File: config.mk
export PLATFORM = sky130hd
export DESIGN_NAME = bpb_update_queue_flat
export DESIGN_NICKNAME = d
export VERILOG_FILES = /design/src/rtl/bpb_pkg.sv /design/src/rtl/bpb_update_queue_if.sv /design/src/rtl/bpb_upd_fifo.sv /design/src/rtl/bpb_update_queue.sv /design/src/flat_wrapper.sv
export SDC_FILE = /design/constraint.sdc
export NUM_CORES = 1
export LEC_CHECK = 0
export ABC_AREA = 0
export CAP_MARGIN = 10
export CORE_UTILIZATION = 31
export DETAILED_ROUTE_END_ITERATION = 8
export GPL_TIMING_DRIVEN = 0
export HOLD_SLACK_MARGIN = 0.1
export PLACE_DENSITY = 0.52
export SETUP_SLACK_MARGIN = 0.2
export SLEW_MARGIN = 20
export SYNTH_ARGS = -nofsm -noshare
export SYNTH_HDL_FRONTEND = slang
export SYNTH_SLANG_ARGS = --single-unit
File: constraint.sdc
create_clock -name clk -period 4.4 [get_ports clk]
set_clock_uncertainty 0.1 [all_clocks]
set_input_delay 0.66 -clock clk [delete_from_list [all_inputs] [get_ports clk]]
set_output_delay 0.66 -clock clk [all_outputs]
set_load 0.02 [all_outputs]
File: src/rtl/bpb_pkg.sv
// ---------------------------------------------------------------------------
// bpb_pkg
//   Shared types and constants for the branch prediction buffer update path.
//   - TAG_W / BPB_ENTRIES : tag width and line count of the BPB line array.
//   - INDEX_W             : line index width.
//   - DROP_CNT_MAX        : saturation value of the drop counter.
//   - upd_kind_e          : counter update (UPD_SW) or line allocation (UPD_ALLOC).
//   - upd_entry_t         : one queued update.
//   - sat_inc8()          : saturating 8-bit increment.
// ---------------------------------------------------------------------------
package bpb_pkg;

    localparam int TAG_W = 20;

    localparam int BPB_ENTRIES = 32;

    localparam int INDEX_W = $clog2(BPB_ENTRIES);

    localparam logic [7:0] DROP_CNT_MAX = 8'hFF;

    typedef enum logic {
        UPD_SW    = 1'b0,
        UPD_ALLOC = 1'b1
    } upd_kind_e;

    typedef struct packed {
        upd_kind_e          kind;
        logic [INDEX_W-1:0] index;
        logic               taken;
        logic [TAG_W-1:0]   tag;
        logic [31:0]        target;
    } upd_entry_t;

    function automatic logic [7:0] sat_inc8(input logic [7:0] value);
        return (value == DROP_CNT_MAX) ? value : value + 8'd1;
    endfunction

endpackage

File: src/rtl/bpb_update_queue_if.sv
// ---------------------------------------------------------------------------
// bpb_update_queue_if
//   Bundles the resolution input channel (execute stage -> queue) and the
//   update output channel (queue -> BPB line array).
//   Modports:
//     slave  : the update queue (consumes res_*, upd_ready; drives res_ready, upd_*)
//     master : the surrounding logic (drives res_*, upd_ready; observes the rest)
//   Signals:
//     res_valid/res_ready          resolution handshake
//     res_hit/res_taken            prediction hit flag and actual outcome
//     res_index/res_tag/res_target line index, tag and resolved target
//     upd_ready                    line array accepts an update this cycle
//     upd_index                    selected line
//     upd_w_en/upd_sw              allocation / counter-update pulses
//     upd_taken                    outcome for the counter update
//     upd_set_valid/_tag/_addr     values written on allocation
// ---------------------------------------------------------------------------
interface bpb_update_queue_if
    import bpb_pkg::*;
#(
    parameter int TAG_WIDTH   = TAG_W,
    parameter int INDEX_WIDTH = INDEX_W
);
    logic                   res_valid;
    logic                   res_ready;
    logic                   res_hit;
    logic                   res_taken;
    logic [INDEX_WIDTH-1:0] res_index;
    logic [TAG_WIDTH-1:0]   res_tag;
    logic [31:0]            res_target;

    logic                   upd_ready;
    logic [INDEX_WIDTH-1:0] upd_index;
    logic                   upd_w_en;
    logic                   upd_sw;
    logic                   upd_taken;
    logic                   upd_set_valid;
    logic [TAG_WIDTH-1:0]   upd_set_tag;
    logic [31:0]            upd_set_addr;

    modport slave (
        input  res_valid, res_hit, res_taken, res_index, res_tag, res_target,
        input  upd_ready,
        output res_ready,
        output upd_index, upd_w_en, upd_sw, upd_taken,
        output upd_set_valid, upd_set_tag, upd_set_addr
    );

    modport master (
        output res_valid, res_hit, res_taken, res_index, res_tag, res_target,
        output upd_ready,
        input  res_ready,
        input  upd_index, upd_w_en, upd_sw, upd_taken,
        input  upd_set_valid, upd_set_tag, upd_set_addr
    );

endinterface

File: src/rtl/bpb_upd_fifo.sv
// ---------------------------------------------------------------------------
// bpb_upd_fifo
//   Circular buffer of upd_entry_t. Pointers wrap naturally at DEPTH (power
//   of two); full/empty are derived from the occupancy counter.
//   Ports:
//     clk, reset   clock, synchronous active-high reset
//     push, wdata  store wdata at the tail (ignored when full)
//     pop          retire the head entry (ignored when empty)
//     rdata        head entry (contents undefined when empty)
//     count        occupied entries, 0..DEPTH
//     full, empty  occupancy flags
// ---------------------------------------------------------------------------
module bpb_upd_fifo
    import bpb_pkg::*;
#(
    parameter int DEPTH = 4
) (
    input  logic                    clk,
    input  logic                    reset,
    input  logic                    push,
    input  upd_entry_t              wdata,
    input  logic                    pop,
    output upd_entry_t              rdata,
    output logic [$clog2(DEPTH):0]  count,
    output logic                    full,
    output logic                    empty
);
    localparam int PTR_W = $clog2(DEPTH);
    localparam int CNT_W = PTR_W + 1;
    localparam logic [CNT_W-1:0] FULL_CNT = CNT_W'(DEPTH);

    upd_entry_t       mem [DEPTH];
    logic [PTR_W-1:0] wr_ptr;
    logic [PTR_W-1:0] rd_ptr;
    logic             do_push;
    logic             do_pop;

    assign full    = (count == FULL_CNT);
    assign empty   = (count == '0);
    assign do_push = push & ~full;
    assign do_pop  = pop & ~empty;
    assign rdata   = mem[rd_ptr];

    // NOTE: state registers use non-blocking assignments so every flop samples
    // the pre-edge values, independent of statement order.
    always_ff @(posedge clk) begin
        if (reset) begin
            wr_ptr <= '0;
            rd_ptr <= '0;
            count  <= '0;
        end else begin
            if (do_push) wr_ptr <= wr_ptr + PTR_W'(1);
            if (do_pop)  rd_ptr <= rd_ptr + PTR_W'(1);
            case ({do_push, do_pop})
                2'b10:   count <= count + CNT_W'(1);
                2'b01:   count <= count - CNT_W'(1);
                default: count <= count;
            endcase
        end
    end

    // NOTE: the storage array is deliberately not reset; an entry is only read
    // while count marks it occupied, so clearing pointers and count suffices.
    always_ff @(posedge clk) begin
        if (do_push) mem[wr_ptr] <= wdata;
    end

endmodule

File: src/rtl/bpb_update_queue.sv
// ---------------------------------------------------------------------------
// bpb_update_queue
//   Buffers branch resolutions from execute and drains them one per cycle into
//   the BPB line array as allocations (upd_w_en) or counter updates (upd_sw).
//   Hits become counter updates, taken misses become allocations, not-taken
//   misses are acknowledged and discarded. Resolutions arriving while the
//   queue is full are lost and counted in drop_cnt (saturating).
//
//   Ports:
//     clk, reset  clock, synchronous active-high reset
//     bus         bpb_update_queue_if.slave (res_* in, upd_* out)
//     count       occupied entries
//     drop_cnt    resolutions lost to a full queue, saturates at 255
//
//   Build option:
//     BPB_UPDQ_BYPASS_EN  when defined, a resolution accepted into an empty
//                         queue while upd_ready=1 goes straight to upd_* in
//                         the same cycle and is not stored. When undefined
//                         there is no combinational path from res_* to upd_*.
// ---------------------------------------------------------------------------
module bpb_update_queue
    import bpb_pkg::*;
#(
    parameter int DEPTH       = 4,
    parameter int TAG_WIDTH   = TAG_W,
    parameter int INDEX_WIDTH = INDEX_W
) (
    input  logic                   clk,
    input  logic                   reset,
    bpb_update_queue_if.slave      bus,
    output logic [$clog2(DEPTH):0] count,
    output logic [7:0]             drop_cnt
);
    upd_entry_t res_entry;
    upd_entry_t head_entry;
    upd_entry_t sel_entry;
    logic       full;
    logic       empty;
    logic       has_upd;
    logic       accept;
    logic       drop;
    logic       bypass;
    logic       push;
    logic       pop;
    logic       head_valid;

    // Resolution classification: a hit updates the counter, a taken miss
    // allocates, a not-taken miss carries nothing worth storing.
    always_comb begin
        // NOTE: every combinational output gets a default before any branch so
        // no path leaves it unassigned, which would infer a latch.
        res_entry        = '0;
        res_entry.kind   = bus.res_hit ? UPD_SW : UPD_ALLOC;
        res_entry.index  = INDEX_W'(bus.res_index);
        res_entry.taken  = bus.res_taken;
        res_entry.tag    = TAG_W'(bus.res_tag);
        res_entry.target = bus.res_target;
    end

    assign has_upd = bus.res_hit | bus.res_taken;

    // res_ready comes from registered occupancy only, so a full queue refuses
    // input even when the head retires in the same cycle.
    assign bus.res_ready = ~full;

    assign accept = ~reset & bus.res_valid & ~full & has_upd;
    assign drop   = ~reset & bus.res_valid &  full & has_upd;

`ifdef BPB_UPDQ_BYPASS_EN
    assign bypass = accept & empty & bus.upd_ready;
`else
    assign bypass = 1'b0;
`endif

    assign push = accept & ~bypass;
    assign pop  = ~reset & ~empty & bus.upd_ready;

    bpb_upd_fifo #(
        .DEPTH (DEPTH)
    ) u_fifo (
        .clk   (clk),
        .reset (reset),
        .push  (push),
        .wdata (res_entry),
        .pop   (pop),
        .rdata (head_entry),
        .count (count),
        .full  (full),
        .empty (empty)
    );

    // The presented update is the queue head, or the incoming resolution when
    // it bypasses an empty queue. Nothing is presented during reset.
    assign head_valid = ~reset & (~empty | bypass);

    always_comb begin
        sel_entry = '0;
        if (head_valid) begin
            sel_entry = bypass ? res_entry : head_entry;
        end
    end

    always_comb begin
        bus.upd_index     = INDEX_WIDTH'(sel_entry.index);
        bus.upd_taken     = sel_entry.taken;
        bus.upd_set_tag   = TAG_WIDTH'(sel_entry.tag);
        bus.upd_set_addr  = sel_entry.target;
        bus.upd_set_valid = head_valid & (sel_entry.kind == UPD_ALLOC);
        bus.upd_w_en      = head_valid & bus.upd_ready & (sel_entry.kind == UPD_ALLOC);
        bus.upd_sw        = head_valid & bus.upd_ready & (sel_entry.kind == UPD_SW);
    end

    always_ff @(posedge clk) begin
        if (reset) begin
            drop_cnt <= '0;
        end else if (drop) begin
            drop_cnt <= sat_inc8(drop_cnt);
        end
    end

endmodule

File: src/flat_wrapper.sv
// flat-port wrapper written by rule: the top's interface ports become plain ports
module bpb_update_queue_flat import bpb_pkg::*;
#(
    parameter int DEPTH       = 4,
    parameter int TAG_WIDTH   = TAG_W,
    parameter int INDEX_WIDTH = INDEX_W
)
  (clk, reset, count, drop_cnt, bus_res_valid, bus_res_hit, bus_res_taken, bus_res_index, bus_res_tag, bus_res_target, bus_upd_ready, bus_res_ready, bus_upd_index, bus_upd_w_en, bus_upd_sw, bus_upd_taken, bus_upd_set_valid, bus_upd_set_tag, bus_upd_set_addr);
  bpb_update_queue_if #(.TAG_WIDTH(TAG_WIDTH), .INDEX_WIDTH(INDEX_WIDTH)) bus_i ();
  input  logic clk;
  input  logic reset;
  output logic [$clog2(DEPTH):0] count;
  output logic [7:0] drop_cnt;
  input wire logic [$bits(bus_i.res_valid)-1:0] bus_res_valid;
  input wire logic [$bits(bus_i.res_hit)-1:0] bus_res_hit;
  input wire logic [$bits(bus_i.res_taken)-1:0] bus_res_taken;
  input wire logic [$bits(bus_i.res_index)-1:0] bus_res_index;
  input wire logic [$bits(bus_i.res_tag)-1:0] bus_res_tag;
  input wire logic [$bits(bus_i.res_target)-1:0] bus_res_target;
  input wire logic [$bits(bus_i.upd_ready)-1:0] bus_upd_ready;
  output wire logic [$bits(bus_i.res_ready)-1:0] bus_res_ready;
  output wire logic [$bits(bus_i.upd_index)-1:0] bus_upd_index;
  output wire logic [$bits(bus_i.upd_w_en)-1:0] bus_upd_w_en;
  output wire logic [$bits(bus_i.upd_sw)-1:0] bus_upd_sw;
  output wire logic [$bits(bus_i.upd_taken)-1:0] bus_upd_taken;
  output wire logic [$bits(bus_i.upd_set_valid)-1:0] bus_upd_set_valid;
  output wire logic [$bits(bus_i.upd_set_tag)-1:0] bus_upd_set_tag;
  output wire logic [$bits(bus_i.upd_set_addr)-1:0] bus_upd_set_addr;
  assign bus_i.res_valid = bus_res_valid;
  assign bus_i.res_hit = bus_res_hit;
  assign bus_i.res_taken = bus_res_taken;
  assign bus_i.res_index = bus_res_index;
  assign bus_i.res_tag = bus_res_tag;
  assign bus_i.res_target = bus_res_target;
  assign bus_i.upd_ready = bus_upd_ready;
  assign bus_res_ready = bus_i.res_ready;
  assign bus_upd_index = bus_i.upd_index;
  assign bus_upd_w_en = bus_i.upd_w_en;
  assign bus_upd_sw = bus_i.upd_sw;
  assign bus_upd_taken = bus_i.upd_taken;
  assign bus_upd_set_valid = bus_i.upd_set_valid;
  assign bus_upd_set_tag = bus_i.upd_set_tag;
  assign bus_upd_set_addr = bus_i.upd_set_addr;
  bpb_update_queue #(.DEPTH(DEPTH), .TAG_WIDTH(TAG_WIDTH), .INDEX_WIDTH(INDEX_WIDTH)) u_core (.clk(clk), .reset(reset), .bus(bus_i), .count(count), .drop_cnt(drop_cnt));
endmodule
==> impl_metrics.toml <==
[route]
drt-pass1-iter-count = 6
wl_met2_mm = 9.99
vias_per_cell = 4.70
drc = 10
initialDrtViolationCount = 280
antenna_left = 0
routed_wl_mm = 20.2
routed-via-count = 4996
met1_length_mm = 8.66
dr_wl_met3_mm = 1.09
top_layer_used = "met5"
wl_per_cell_um = 19.0

[worst_hold_path]
min_from = "u_core.u_fifo.rd_ptr[1]"
hold_class = "register to register"

[floorplanning]
rows = 64
die_h_um = 180
core_mm2 = 0.0308
die-area_mm2 = 0.0322
fp.dieW_um = 180
ios = 136
start_util_pct = 31.7

[final_layout]
nNetsFinal = 715
antenna_cells = 0
layout-drive-gt1-share_pct = 18.1
syn2layout_area_growth_pct = 29.6
utilization_pct = 41.1

[pwr]
p_seq_share_pct = 49.1
total_leakage_power_nw = 3.97
p_int_w = 0.00436
switching_share_pct = 20.3
p_switching_w = 0.00111
p_clk_share_pct = 43.0
peakVddDrop_mv = 0.351
combPwrFrac_pct = 7.8
total_power_w = 0.00547
powerDensity_mw_per_mm2 = 432

[clock_network]
clk_pin_slew_worst_paths_ps = 60
ctsResizeCount = 2
clk_root_buffer_cell = "clkbuf_16"
tritoncts = "built"
ctsHoldBuffers = 0
post_cts_buffers = 0
cts-buffers-inserted = 28
cts.sinks = 253
cts_max_level = 1
clockBufferDepth = 3
clk_latency_ps = 530

[critical_path]
crit_fanout = 10
required_ps = 3640
crit_cells = 6
reg2reg_from = "u_core.u_fifo.count[2]"
start_kind = "register"
reg2reg_depth = 4
max_stage_delay_ps = 560
slowest_stage = "clkbuf_1"
path_cells = "clkbuf_1 > clkbuf_1 > buf_2 > mux4_2 > and2_1 > clkdlybuf4s50_1"
worstSetupPathType = "register to output pin"
cpMostUsedCell = "clkbuf_1"
end_kind = "output pin"
r2r_slack_ps = 1630
crit_family = "buffers and inverters"
cp-endpoint = "bus_upd_set_tag[19]"
r2r-end = "u_core.u_fifo.mem[1][18]"
timing.critical_path.buf_inv = 4
critPathArrivalTime_ps = 3170

[synthesis]
synth_cell_type_count = 35
syn-instance-count = 477
synthArstFlopShare_pct = 0
synth_ff_type = "edfxtp_1"
ys_seq_elements = 253
synth-edff-count = 236
synth_fp_nets = 547
syn_area_per_cell_um2 = 20.5
seq_area_frac_synth_pct = 76.0
yosys_warnings = 0
synth_area_mm2 = 0.00977

[grt]
grtUsageTotal_pct = 12.7
grt_pass1_vias = 5508
grt_pass1_wl_mm = 31.4
grt_overflow = 0
grt_max_degree = 34
antenna_found_initial = 3

[sta]
setup_violations = 0
worstMarginPinSlew_ps = 943
final_max_slew_viol_count = 0
final.min_clock_period_ps = 3930
finalHoldViolations = 0
relSlewSlack_pct = 37.0
fin_tns_setup_ps = 0
max_freq_mhz = 255
finalWorstSetupSlack_ps = 473
rsz0062_at_grt = "false"
holdWs_ps = 386
fin_crit_sh_pct = 89.3

[status]
status = "complete, but fails checks"
violations = "design-rule violations"

[placed_design]
gp_congestion = 0.732
post-place-ws_ps = 319
place.port_buffers = 134
hpwl_mm = 12.9

[job]
drv_cap = 0
[routing by layer]
| metal | vias up | GRT usage [%] |
|---|---|---|
| met5 | - | 0 |
| met4 | 2 | 2.90 |
| met3 | 31 | 3.12 |
| met2 | 127 | 21.9 |
| met1 | 2569 | 16.0 |
| li1 | 2267 | - |
[how the worst min path moves through the flow]
stage / end / cells after the start
after CTS: u_core.u_fifo.rd_ptr[1] / 1
after floorplan: register / 1
final: u_core.u_fifo.rd_ptr[1] / 1
after global routing: u_core.u_fifo.rd_ptr[1] / 1
after global placement: u_core.u_fifo.rd_ptr[1] / 1
after detailed placement: register / 1
[synth_stat cells, types with 3 or more instances]
master    count  share of area, %
edfxtp_1    236                73
and2_1       64               4.1
mux4_2       59                14
dfxtp_1      17               3.5
clkbuf_1     16              0.61
inv_1        12              0.46
nor2_1        9              0.35
buf_2         7              0.36
ha_1          6              0.77
a21oi_1       5              0.26
nor3_1        5              0.26
o21ai_0       4              0.20
o311ai_0      4              0.36
o41ai_1       4              0.36
nand3_1       3              0.15
[power by group through the flow]
stage | clock (W) | combinational (W) | sequential [W]
final | 0.00236 | 0.000429 | 0.00269
after global placement | 0 | 0.000427 | 0.00274
after floorplan | 0 | 0.000217 | 0.00274
after detailed placement | 0 | 0.000439 | 0.00274
after CTS | 0.00243 | 0.000441 | 0.00269
after global routing | 0.00252 | 0.000467 | 0.00269
[cells by family after synthesis]
kind of cell,Yosys count,share of synthesized area (%)
AOI/OAI and AO/OA,21,1.49
DFF,253,76.0
adders and majority gates,7,0.973
buffers and inverters,36,1.47
xor gates and xnor gates,4,0.359
and+or+nand+nor,96,5.98
muxes,60,13.7
[stage by stage]
stage	cell area, um2	cells
3_5_place_dp	11700	1011
4_1_cts	12700	1063
2_1_floorplan	9770	477
3_3_place_gp	11600	1007
5_1_grt	12700	1063
6_report	12700	1063
[cell usage in the layout, fill, tap and decap left out, drive strengths merged, types with 2 or more instances in the layout]
cell           instances
edfxtp               236
clkdlybuf4s50        134
and2                  64
mux4                  59
clkbuf                55
dfxtp                 17
inv                   12
buf                   11
nor2                   9
clkinv                 8
ha                     6
nor3                   5
a21oi                  5
o311ai                 5
o41ai                  4
o21ai                  4
bufinv                 4
nand3                  3
or3                    3
xnor2                  2
and4                   2
nand2                  2
o31ai                  2
xor2                   2
clkinvlp               2
[area by class of cell]
type	instances	area, um2
fillers	2739	18200
plain buffers	24	104
repair buffers	138	1420
multi-input cells	188	2210
clock inverters	14	178
flip-flops and latches	253	7430
well taps	396	495
clock buffers	38	779
inverters	12	45.0
[sequential cells by signal, summed over array words and instances, names as in the netlist, named ones only]
register              flops
u_core.u_fifo.count       3
u_core.drop_cnt           8
u_core.u_fifo.wr_ptr      2
u_core.u_fifo.rd_ptr      2
u_core.u_fifo.mem       236
Power figures use the tool's default switching activity.
